--- config.mk ---
export PLATFORM = sky130hd
export DESIGN_NAME = ps2_frame_rx_fifo
export DESIGN_NICKNAME = d
export VERILOG_FILES = /design/src/rtl/ps2_pkg.sv /design/src/rtl/ps2_line_filter.sv /design/src/rtl/ps2_frame_rx_fifo.sv
export SDC_FILE = /design/constraint.sdc
export NUM_CORES = 1
export LEC_CHECK = 0
export CORE_ASPECT_RATIO = 1.25
export CORE_MARGIN = 2
export CORE_UTILIZATION = 55
export CTS_CLUSTER_DIAMETER = 50
export CTS_CLUSTER_SIZE = 25
export DETAILED_ROUTE_END_ITERATION = 6
export GPL_TIMING_DRIVEN = 1
export PLACE_DENSITY = 0.71
export SYNTH_ARGS = -nofsm -noshare
export SYNTH_HDL_FRONTEND = slang
export SYNTH_HIERARCHICAL = 1
export SYNTH_SLANG_ARGS = --single-unit
--- constraint.sdc ---
create_clock -name CLK -period 7.6 [get_ports CLK]
set_clock_uncertainty 0.2 [all_clocks]
set_input_delay 1.52 -clock CLK [delete_from_list [all_inputs] [get_ports CLK]]
set_output_delay 1.52 -clock CLK [all_outputs]
set_load 0.005 [all_outputs]
--- src/rtl/ps2_pkg.sv ---
// Shared constants and FSM encoding for the PS/2 receive/transmit blocks.
package ps2_pkg;

    localparam int PARITY_NONE = 0;
    localparam int PARITY_ODD  = 1;
    localparam int PARITY_EVEN = 2;

    localparam int ERR_PARITY_BIT = 0;
    localparam int ERR_STOP_BIT   = 1;

    typedef enum logic [2:0] {
        ST_IDLE   = 3'd0,
        ST_DATA   = 3'd1,
        ST_PARITY = 3'd2,
        ST_STOP   = 3'd3,
        ST_PUSH   = 3'd4
    } rx_state_e;

endpackage

--- src/rtl/ps2_line_filter.sv ---
// PS/2 line conditioner: 2-FF synchronisers, clock deglitch filter and a
// one-cycle sample strobe issued in the cycle the filtered clock goes low.
module ps2_line_filter #(
    parameter int FILTER_LEN = 4
) (
    input  logic CLK,
    input  logic RESET,
    input  logic clk_ps2_in,
    input  logic data_ps2_in,
    output logic strobe,
    output logic data_sync
);
    localparam int FCW = (FILTER_LEN > 1) ? $clog2(FILTER_LEN) : 1;

    logic           clk_s1_q, clk_s1_d, clk_s2_q, clk_s2_d;
    logic           dat_s1_q, dat_s1_d, dat_s2_q, dat_s2_d;
    logic           flt_q, flt_d;
    logic           strobe_q, strobe_d;
    logic [FCW-1:0] cnt_q, cnt_d;

    always_comb begin
        clk_s1_d = clk_ps2_in;
        clk_s2_d = clk_s1_q;
        dat_s1_d = data_ps2_in;
        dat_s2_d = dat_s1_q;
        flt_d    = flt_q;
        cnt_d    = '0;
        // cnt_q counts how many consecutive samples already disagreed with flt_q
        if (clk_s2_q != flt_q) begin
            if (cnt_q == FCW'(FILTER_LEN - 1)) begin
                flt_d = clk_s2_q;
            end else begin
                cnt_d = cnt_q + 1'b1;
            end
        end
        strobe_d = flt_q & ~flt_d;
    end

    always_ff @(posedge CLK) begin
        if (RESET) begin
            clk_s1_q <= 1'b1;
            clk_s2_q <= 1'b1;
            dat_s1_q <= 1'b1;
            dat_s2_q <= 1'b1;
            flt_q    <= 1'b1;
            cnt_q    <= '0;
            strobe_q <= 1'b0;
        end else begin
            clk_s1_q <= clk_s1_d;
            clk_s2_q <= clk_s2_d;
            dat_s1_q <= dat_s1_d;
            dat_s2_q <= dat_s2_d;
            flt_q    <= flt_d;
            cnt_q    <= cnt_d;
            strobe_q <= strobe_d;
        end
    end

    assign strobe    = strobe_q;
    assign data_sync = dat_s2_q;

endmodule

--- src/rtl/ps2_frame_rx_fifo.sv ---
// PS/2 device-to-host frame receiver with a show-ahead FIFO of {errors, data}.
// Latency: VALID is first high after the (FILTER_LEN+4)-th rising CLK edge that samples the stop-bit clock pin low.
module ps2_frame_rx_fifo
    import ps2_pkg::*;
#(
    parameter int DATA_BITS      = 8,
    parameter int PARITY_MODE    = 1,
    parameter int TIMEOUT_CYCLES = 50000,
    parameter int FILTER_LEN     = 4,
    parameter int FIFO_DEPTH     = 4
) (
    input  logic                          CLK,
    input  logic                          RESET,
    input  logic                          CLK_PS2_IN,
    input  logic                          DATA_PS2_IN,
    input  logic                          READ_ENABLE,
    input  logic                          POP,
    output logic [DATA_BITS-1:0]          DATA_OUT,
    output logic [1:0]                    ERR_OUT,
    output logic                          VALID,
    output logic [$clog2(FIFO_DEPTH):0]   COUNT,
    output logic                          OVERFLOW,
    output logic                          FRAME_ABORT
);
    localparam int AW  = $clog2(FIFO_DEPTH);
    localparam int BCW = $clog2(DATA_BITS + 1);
    localparam int TW  = $clog2(TIMEOUT_CYCLES + 1);
    localparam int EW  = DATA_BITS + 2;

    logic strobe, data_sync;

    ps2_line_filter #(.FILTER_LEN(FILTER_LEN)) u_filter (
        .CLK         (CLK),
        .RESET       (RESET),
        .clk_ps2_in  (CLK_PS2_IN),
        .data_ps2_in (DATA_PS2_IN),
        .strobe      (strobe),
        .data_sync   (data_sync)
    );

    rx_state_e            state_q, state_d;
    logic [BCW-1:0]       bit_cnt_q, bit_cnt_d;
    logic [DATA_BITS-1:0] shift_q, shift_d;
    logic [1:0]           err_q, err_d;
    logic [TW-1:0]        to_q, to_d;
    logic                 abort_q, abort_d;
    logic                 push;

    always_comb begin
        state_d   = state_q;
        bit_cnt_d = bit_cnt_q;
        shift_d   = shift_q;
        err_d     = err_q;
        to_d      = '0;
        abort_d   = 1'b0;
        push      = 1'b0;
        case (state_q)
            ST_IDLE: begin
                if (strobe && !data_sync && READ_ENABLE) begin
                    state_d   = ST_DATA;
                    bit_cnt_d = '0;
                    err_d     = '0;
                end
            end
            ST_DATA, ST_PARITY, ST_STOP: begin
                if (strobe) begin
                    if (state_q == ST_DATA) begin
                        shift_d   = {data_sync, shift_q[DATA_BITS-1:1]};
                        bit_cnt_d = bit_cnt_q + 1'b1;
                        if (bit_cnt_q == BCW'(DATA_BITS - 1))
                            state_d = (PARITY_MODE == PARITY_NONE) ? ST_STOP : ST_PARITY;
                    end else if (state_q == ST_PARITY) begin
                        // odd mode wants the XOR over data+parity to be 1, even mode 0
                        err_d[ERR_PARITY_BIT] = ((^shift_q) ^ data_sync) != (PARITY_MODE != PARITY_EVEN);
                        state_d = ST_STOP;
                    end else begin
                        err_d[ERR_STOP_BIT] = ~data_sync;
                        state_d = ST_PUSH;
                    end
                end else if (to_q == TW'(TIMEOUT_CYCLES - 1)) begin
                    state_d = ST_IDLE;
                    abort_d = 1'b1;
                end else begin
                    to_d = to_q + 1'b1;
                end
            end
            ST_PUSH: begin
                push    = 1'b1;
                state_d = ST_IDLE;
            end
            default: state_d = ST_IDLE;
        endcase
    end

    always_ff @(posedge CLK) begin
        if (RESET) begin
            state_q   <= ST_IDLE;
            bit_cnt_q <= '0;
            shift_q   <= '0;
            err_q     <= '0;
            to_q      <= '0;
            abort_q   <= 1'b0;
        end else begin
            state_q   <= state_d;
            bit_cnt_q <= bit_cnt_d;
            shift_q   <= shift_d;
            err_q     <= err_d;
            to_q      <= to_d;
            abort_q   <= abort_d;
        end
    end

    // Frame FIFO; last_q keeps the most recently popped entry visible once empty.
    logic [EW-1:0] mem_q [FIFO_DEPTH];
    logic [AW-1:0] wr_ptr_q, wr_ptr_d, rd_ptr_q, rd_ptr_d;
    logic [AW:0]   count_q, count_d;
    logic [EW-1:0] last_q, last_d, head;
    logic          ovf_q, ovf_d;
    logic          pop_ok, push_ok, full;

    always_comb begin
        full     = (count_q == (AW+1)'(FIFO_DEPTH));
        pop_ok   = POP && (count_q != '0);
        push_ok  = push && (!full || pop_ok);
        wr_ptr_d = push_ok ? wr_ptr_q + 1'b1 : wr_ptr_q;
        rd_ptr_d = pop_ok ? rd_ptr_q + 1'b1 : rd_ptr_q;
        case ({push_ok, pop_ok})
            2'b10:   count_d = count_q + 1'b1;
            2'b01:   count_d = count_q - 1'b1;
            default: count_d = count_q;
        endcase
        ovf_d  = ovf_q | (push && !push_ok);
        last_d = pop_ok ? mem_q[rd_ptr_q] : last_q;
        head   = (count_q != '0) ? mem_q[rd_ptr_q] : last_q;
    end

    always_ff @(posedge CLK) begin
        if (RESET) begin
            wr_ptr_q <= '0;
            rd_ptr_q <= '0;
            count_q  <= '0;
            last_q   <= '0;
            ovf_q    <= 1'b0;
        end else begin
            wr_ptr_q <= wr_ptr_d;
            rd_ptr_q <= rd_ptr_d;
            count_q  <= count_d;
            last_q   <= last_d;
            ovf_q    <= ovf_d;
        end
    end

    always_ff @(posedge CLK) begin
        if (push_ok)
            mem_q[wr_ptr_q] <= {err_q, shift_q};
    end

    assign DATA_OUT    = head[DATA_BITS-1:0];
    assign ERR_OUT     = head[DATA_BITS +: 2];
    assign VALID       = (count_q != '0);
    assign COUNT       = count_q;
    assign OVERFLOW    = ovf_q;
    assign FRAME_ABORT = abort_q;

endmodule

==> results of run 1 <==
[cells in the mapped netlist (2+ instances only)]
cell type	n	area, um^2
dfxtp_1	62	1240
nand2_1	47	176
edfxtp_1	40	1200
a21oi_1	32	160
nor2_1	21	78.8
nand3_1	13	65.1
inv_1	11	41.3
xnor2_1	11	96.3
clkbuf_1	10	37.5
mux2_2	10	113
mux4_2	10	225
xor2_1	10	87.6
o21ai_0	8	40.0
ha_1	7	87.6
nor2b_1	5	31.3
o31ai_1	5	37.5
or2_2	5	31.3
and2_1	4	25.0
buf_2	4	20.0
nor3_1	4	20.0
and3_1	3	18.8
nand4_1	3	18.8
or4_1	3	22.5
a21o_1	2	15.0
and4_1	2	17.5
nand2b_1	2	12.5
nor4_1	2	12.5
nor4b_2	2	30.0
o32ai_1	2	17.5
or3_1	2	12.5
[cell families after synthesis]
logic type      synth area share (%)
fa+ha+maj                       2.55
simple gates                    15.9
flops                           57.8
buf+inv                         2.61
compound gates                  8.26
mux                             8.00
xor+xnor                        4.89
[worst reg2reg max path: cells and delay by family (launching register included)]
kind	cells	cell delay, ns
fa+ha+maj	1	0.39
flops	1	0.57
simple gates	2	0.77
compound gates	3	0.64
buf+inv	1	0.09
[layer usage]
| metal | GRT usage (%) | part of all wire, % | routed length, um | up-vias |
|---|---|---|---|---|
| li1 | - | - | - | 1346 |
| met1 | 21.5 | 43 | 3010 | 1276 |
| met2 | 33.5 | 52 | 3710 | 45 |
| met3 | 4.33 | 3.6 | 252 | 12 |
| met4 | 8.33 | 1.5 | 107 | 0 |
| met5 | 0 | 0 | 0 | - |
[state kept, by name, summed over array words and instances (netlist names), 2 cells and up, named ones only]
name            count
COUNT               3
bit_cnt_q           4
err_q               2
last_q             10
mem_q              40
rd_ptr_q            2
shift_q             8
state_q             3
to_q               16
u_filter/cnt_q      2
wr_ptr_q            2
[final cells by class]
cell class,count,area (um^2),share of cell area [%]
Multi-Input combinational cell,236,1670,35.4
Clock inverter,7,97.6,2.07
Sequential cell,102,2440,51.7
Clock buffer,9,124,2.62
Timing Repair Buffer,24,233,4.93
Tap cell,92,115,2.44
Inverter,11,41.3,0.874
[through the flow]
| step | instance area, um^2 | std cells | setup slack, ns |
|---|---|---|---|
| after global placement | 4500 | 465 | 3.48 |
| final | 4720 | 481 | 3.42 |
| after floorplan | 4220 | 364 | 4.23 |
| after CTS | 4720 | 481 | 3.34 |
| after global routing | 4720 | 481 | 3.22 |
| after detailed placement | 4500 | 465 | 3.42 |
[how the worst max path moves through the flow]
stage | from | end | slack (ns) | cells after the start
2_1_floorplan | POP | COUNT[2]$_SDFFE_PP0P_ | 4.23 | 7
3_3_place_gp | POP | COUNT[2]$_SDFFE_PP0P_ | 3.48 | 9
3_5_place_dp | POP | COUNT[2]$_SDFFE_PP0P_ | 3.42 | 9
4_1_cts | flop | DATA_OUT[3] | 3.34 | 3
5_1_grt | flop | DATA_OUT[0] | 3.22 | 3
6_report | flop | DATA_OUT[7] | 3.42 | 3
[power breakdown]
part | switching, mW | internal (mW) | leakage, nW
combinational | 0.140 | 0.218 | 0.591
sequential | 0.0371 | 0.592 | 0.882
clock | 0.182 | 0.187 | 0.106
total | 0.359 | 0.996 | 1.58
[layout by cell type (no fill, tap or decap), types with 2 or more instances in the layout]
master / n
or3_1: 2
a21oi_1: 32
nor2_1: 21
dfxtp_1: 62
clkinvlp_4: 2
xor2_1: 10
o21ai_0: 8
nand4_1: 3
clkdlybuf4s50_1: 21
nor4_1: 2
nor2b_1: 5
ha_1: 7
inv_1: 11
and2_1: 4
or4_1: 3
nand3_1: 13
buf_4: 3
o32ai_1: 2
and4_1: 2
a21o_1: 2
o31ai_1: 5
or2_2: 5
mux4_2: 10
bufinv_16: 2
nor4b_2: 2
xnor2_1: 11
nand2b_1: 2
edfxtp_1: 40
nand2_1: 47
nor3_1: 4
and3_1: 3
clkbuf_8: 9
mux2_2: 10
==> metrics.txt, run 1 <==
Max stage delay cell, worst path dfxtp_1; HPWL after detailed placement 4830 um; WHS Endpoint u_filter/data_sync$_SDFF_PP1_; final setup violation count 0; DIE HEIGHT 102 um; Total Wirelength 7080 um; Leak Pwr 1.58 nW; Sink Count 102; layout cell share with drive strength beyond 1 13.4%; vias in the first global route 2596; Starting DRT DRC Count 95; Synth Instances 364; gpl congestion 0.736; Power Dens Cells 287 nW/um^2; Die ar. 8400 um^2; cts bufs inserted 9; Distinct cells, synth 52; FF-to-FF End COUNT[2]$_SDFFE_PP0P_; Worst Hold Class flop to flop; clk_lat worst skew 0.35 ns; reg-to-reg slack, setup 4.89 ns; Vias/cell 5.57; CTS Buffer Depth 2; Final Hold Viols 0; crit-path max FO 10; clock slew at reported path FFs 0.09 ns; hold path start u_filter/dat_s1_q$_SDFF_PP1_; flops & latches, synth 102; Overflow after GRT 0; Pre-antenna DRT Iters 5; prevailing post-synth register cell dfxtp_1; EDFF count, synth 40; crit path kind flop to primary output; Die Wd 82.4 um; CP required 5.88 ns; first-pass GRT wire length 11900 um; final net count 398; routed wire length per instance 14.7 um; CP Capture Type primary output; worst vdd ir 0.161 mV; final hold slack 0.218 ns; H-tree levels 3; setup TNS 0 ns; CTS tree yes; crit path cell chain mux4_2 -> mux2_2 -> clkdlybuf4s50_1; number of antenna violations at the first check in global routing 0; critical path's top delay family multiplexers; maximum clock frequency 239 MHz; Startpoint Class flop; Total Power 1.36 mW; Cell Rows 35; max_slew headroom 43.0%; area grow syn2layout 11.8%; CTS Root Cell clkbuf_8; post-CTS sizing 0; final core utilization 63.8%; pin count of the biggest net entering global routing 43; reg2reg start state_q[1]$_SDFFE_PP0P_; CORE AREA 7400 um^2; Mapped Nets 378; Fillers 589; port bufs 21; IO Count 22; worst reg2reg path depth 7; Hold Buf Count CTS 0; residual DRC count 0; DR vias 2679; CP bufs+invs 1; asr flop ratio synth 0%; Post-Syn Area 4220 um^2; Synthesis Warnings 6; Slew @ Worst Pin 0.848 ns; RSZ-0062 raised after global routing no; post-synthesis area per instance 11.6 um^2; post-CTS setup buffers 0; max cap viols 0; GRT Resource Usage Total 18.9%; crit path time final 4.18 ns; outcome finished, final reports clean; critical path arrival 2.46 ns; final worst-path cycle share 55.0%; Antenna Violating Nets Remaining 0; post-synthesis sequential area ratio 57.8%; Worst path max stage delay 0.77 ns; Initial Utilization 57.1%; Final Max Tran Viols 0; ANT cells 0; hold path cells 1
Power figures use the tool's default switching activity.
==> run 2, diff against run 1 <==
- CORE_UTILIZATION: 55 -> 53
- PLACE_DENSITY: 0.71 -> 0.72
- clock period: 7.6 -> 3.6 ns (I/O delays scaled with it)
==> run 2 against run 1 <==
First-iteration DRC count fell by 19%. Combinational power increased by 140%. Critical path depth rose by 1. Final area about the same. Die area grew 3.6%. Final cell count rose by 0.83%. Non-clock buffer count rose by 1. Count of clock-buffer cells in the layout increased by 5. Largest cell class unchanged. Largest power group unchanged. Highest routed layer unchanged.
==> metrics.txt, run 2 (same netlist as run 1, synthesis figures left out) <==
outcome finished, final reports clean; Initial Utilization 54.5%; Reg with most FFs mem_q; crit path kind flop to primary output; final setup violation count 0; layout cell share with drive strength beyond 1 13.3%; crit path cell chain buf_4 -> mux4_2 -> mux2_2 -> clkdlybuf4s50_1; CP required 2.68 ns; Largest register FFs 40; Sink Count 102; Hold Buf Count CTS 0; Antenna Violating Nets Remaining 0; final net count 399; Leak Pwr 1.57 nW; ANT cells 0; Die ar. 8700 um^2; GRT Resource Usage Total 17.2%; CTS Root Cell clkbuf_8; DIE HEIGHT 104 um; CP bufs+invs 2; Startpoint Class flop; Overflow after GRT 0; biggest regs mem_q (40), to_q (16), last_q (10); final worst-path cycle share 86.6%; number of antenna violations at the first check in global routing 0; routed wire length per instance 14.7 um; CTS Buffer Depth 2; DR vias 2687; post-CTS setup buffers 0; Fillers 636; CORE AREA 7750 um^2; Die Wd 83.9 um; critical path arrival 2.20 ns; most frequent cells in the layout 62 x dfxtp_1, 47 x nand2_1, 40 x edfxtp_1, 32 x a21oi_1; Total Wirelength 7120 um; max_slew headroom 44.4%; Final Max Tran Viols 0; vias in the first global route 2650; CP Capture Type primary output; Worst Hold Class flop to flop; clock slew at reported path FFs 0.09 ns; HPWL after detailed placement 4810 um; cts bufs inserted 9; first-pass GRT wire length 12000 um; area grow syn2layout 11.8%; post-CTS sizing 0; residual DRC count 0; Vias/cell 5.54; IO Count 22; Slew @ Worst Pin 0.827 ns; maximum clock frequency 321 MHz; max cap viols 0; critical path's top delay family multiplexers; port bufs 21; RSZ-0062 raised after global routing no; clk_lat worst skew 0.35 ns; CTS tree yes; final hold slack 0.218 ns; Cell Rows 36; worst vdd ir 0.381 mV; Starting DRT DRC Count 77; gpl congestion 0.778; most common cell after layout, fill and taps aside dfxtp_1; setup TNS 0 ns; Max stage delay cell, worst path mux4_2; Power Dens Cells 609 nW/um^2; pin count of the biggest net entering global routing 42; Pre-antenna DRT Iters 6; H-tree levels 3; Final Hold Viols 0; crit path time final 3.12 ns; Worst path max stage delay 0.57 ns; crit-path max FO 10
## run 2: stage by stage
| step | instance area (um^2) | instances | power (mW) | utilization (%) | setup slack [ns] |
|---|---|---|---|---|---|
| floorplan | 4220 | 364 | 1.81 | - | 1.03 |
| global placement | 4510 | 469 | 2.18 | 58.3 | 0.434 |
| detailed placement | 4510 | 469 | 2.20 | 58.3 | 0.344 |
| CTS | 4720 | 485 | 2.91 | 60.9 | 0.434 |
| global route | 4720 | 485 | 3.02 | 60.9 | 0.403 |
| finish | 4720 | 485 | 2.87 | 60.9 | 0.482 |
## run 2: power by group
part           switching (mW)  internal [mW]
combinational           0.339          0.507
sequential             0.0562           1.26
clock                   0.359          0.356
## run 2: worst paths after layout
kind | start | endpoint | slack, ns | cells past startpoint
max | flop | DATA_OUT[0] | 0.48 | 4
min | u_filter/dat_s1_q$_SDFF_PP1_ | u_filter/data_sync$_SDFF_PP1_ | 0.22 | 1
max reg2reg | state_q[1]$_SDFFE_PP0P_ | COUNT[2]$_SDFFE_PP0P_ | 0.91 | 7
min reg2reg | u_filter/dat_s1_q$_SDFF_PP1_ | u_filter/data_sync$_SDFF_PP1_ | 0.22 | 1
## run 2: cell type report
cell class              instances  area (um^2)  area share (%)
clock inverters                 2         10.0           0.212
clock buffers                  14          196            4.16
repair buffers                 25          240            5.09
flip-flops and latches        102         2440            51.7
well taps                      95          119            2.52
multi-input cells             236         1670            35.4
inverters                      11         41.3           0.875
## run 2: metal layers
layer	vias up	global-route usage [%]	routed length, um
li1	1345	-	-
met5	-	0	0
met1	1292	21.1	3220
met4	0	7.37	104
met2	40	29.9	3630
met3	10	2.87	162
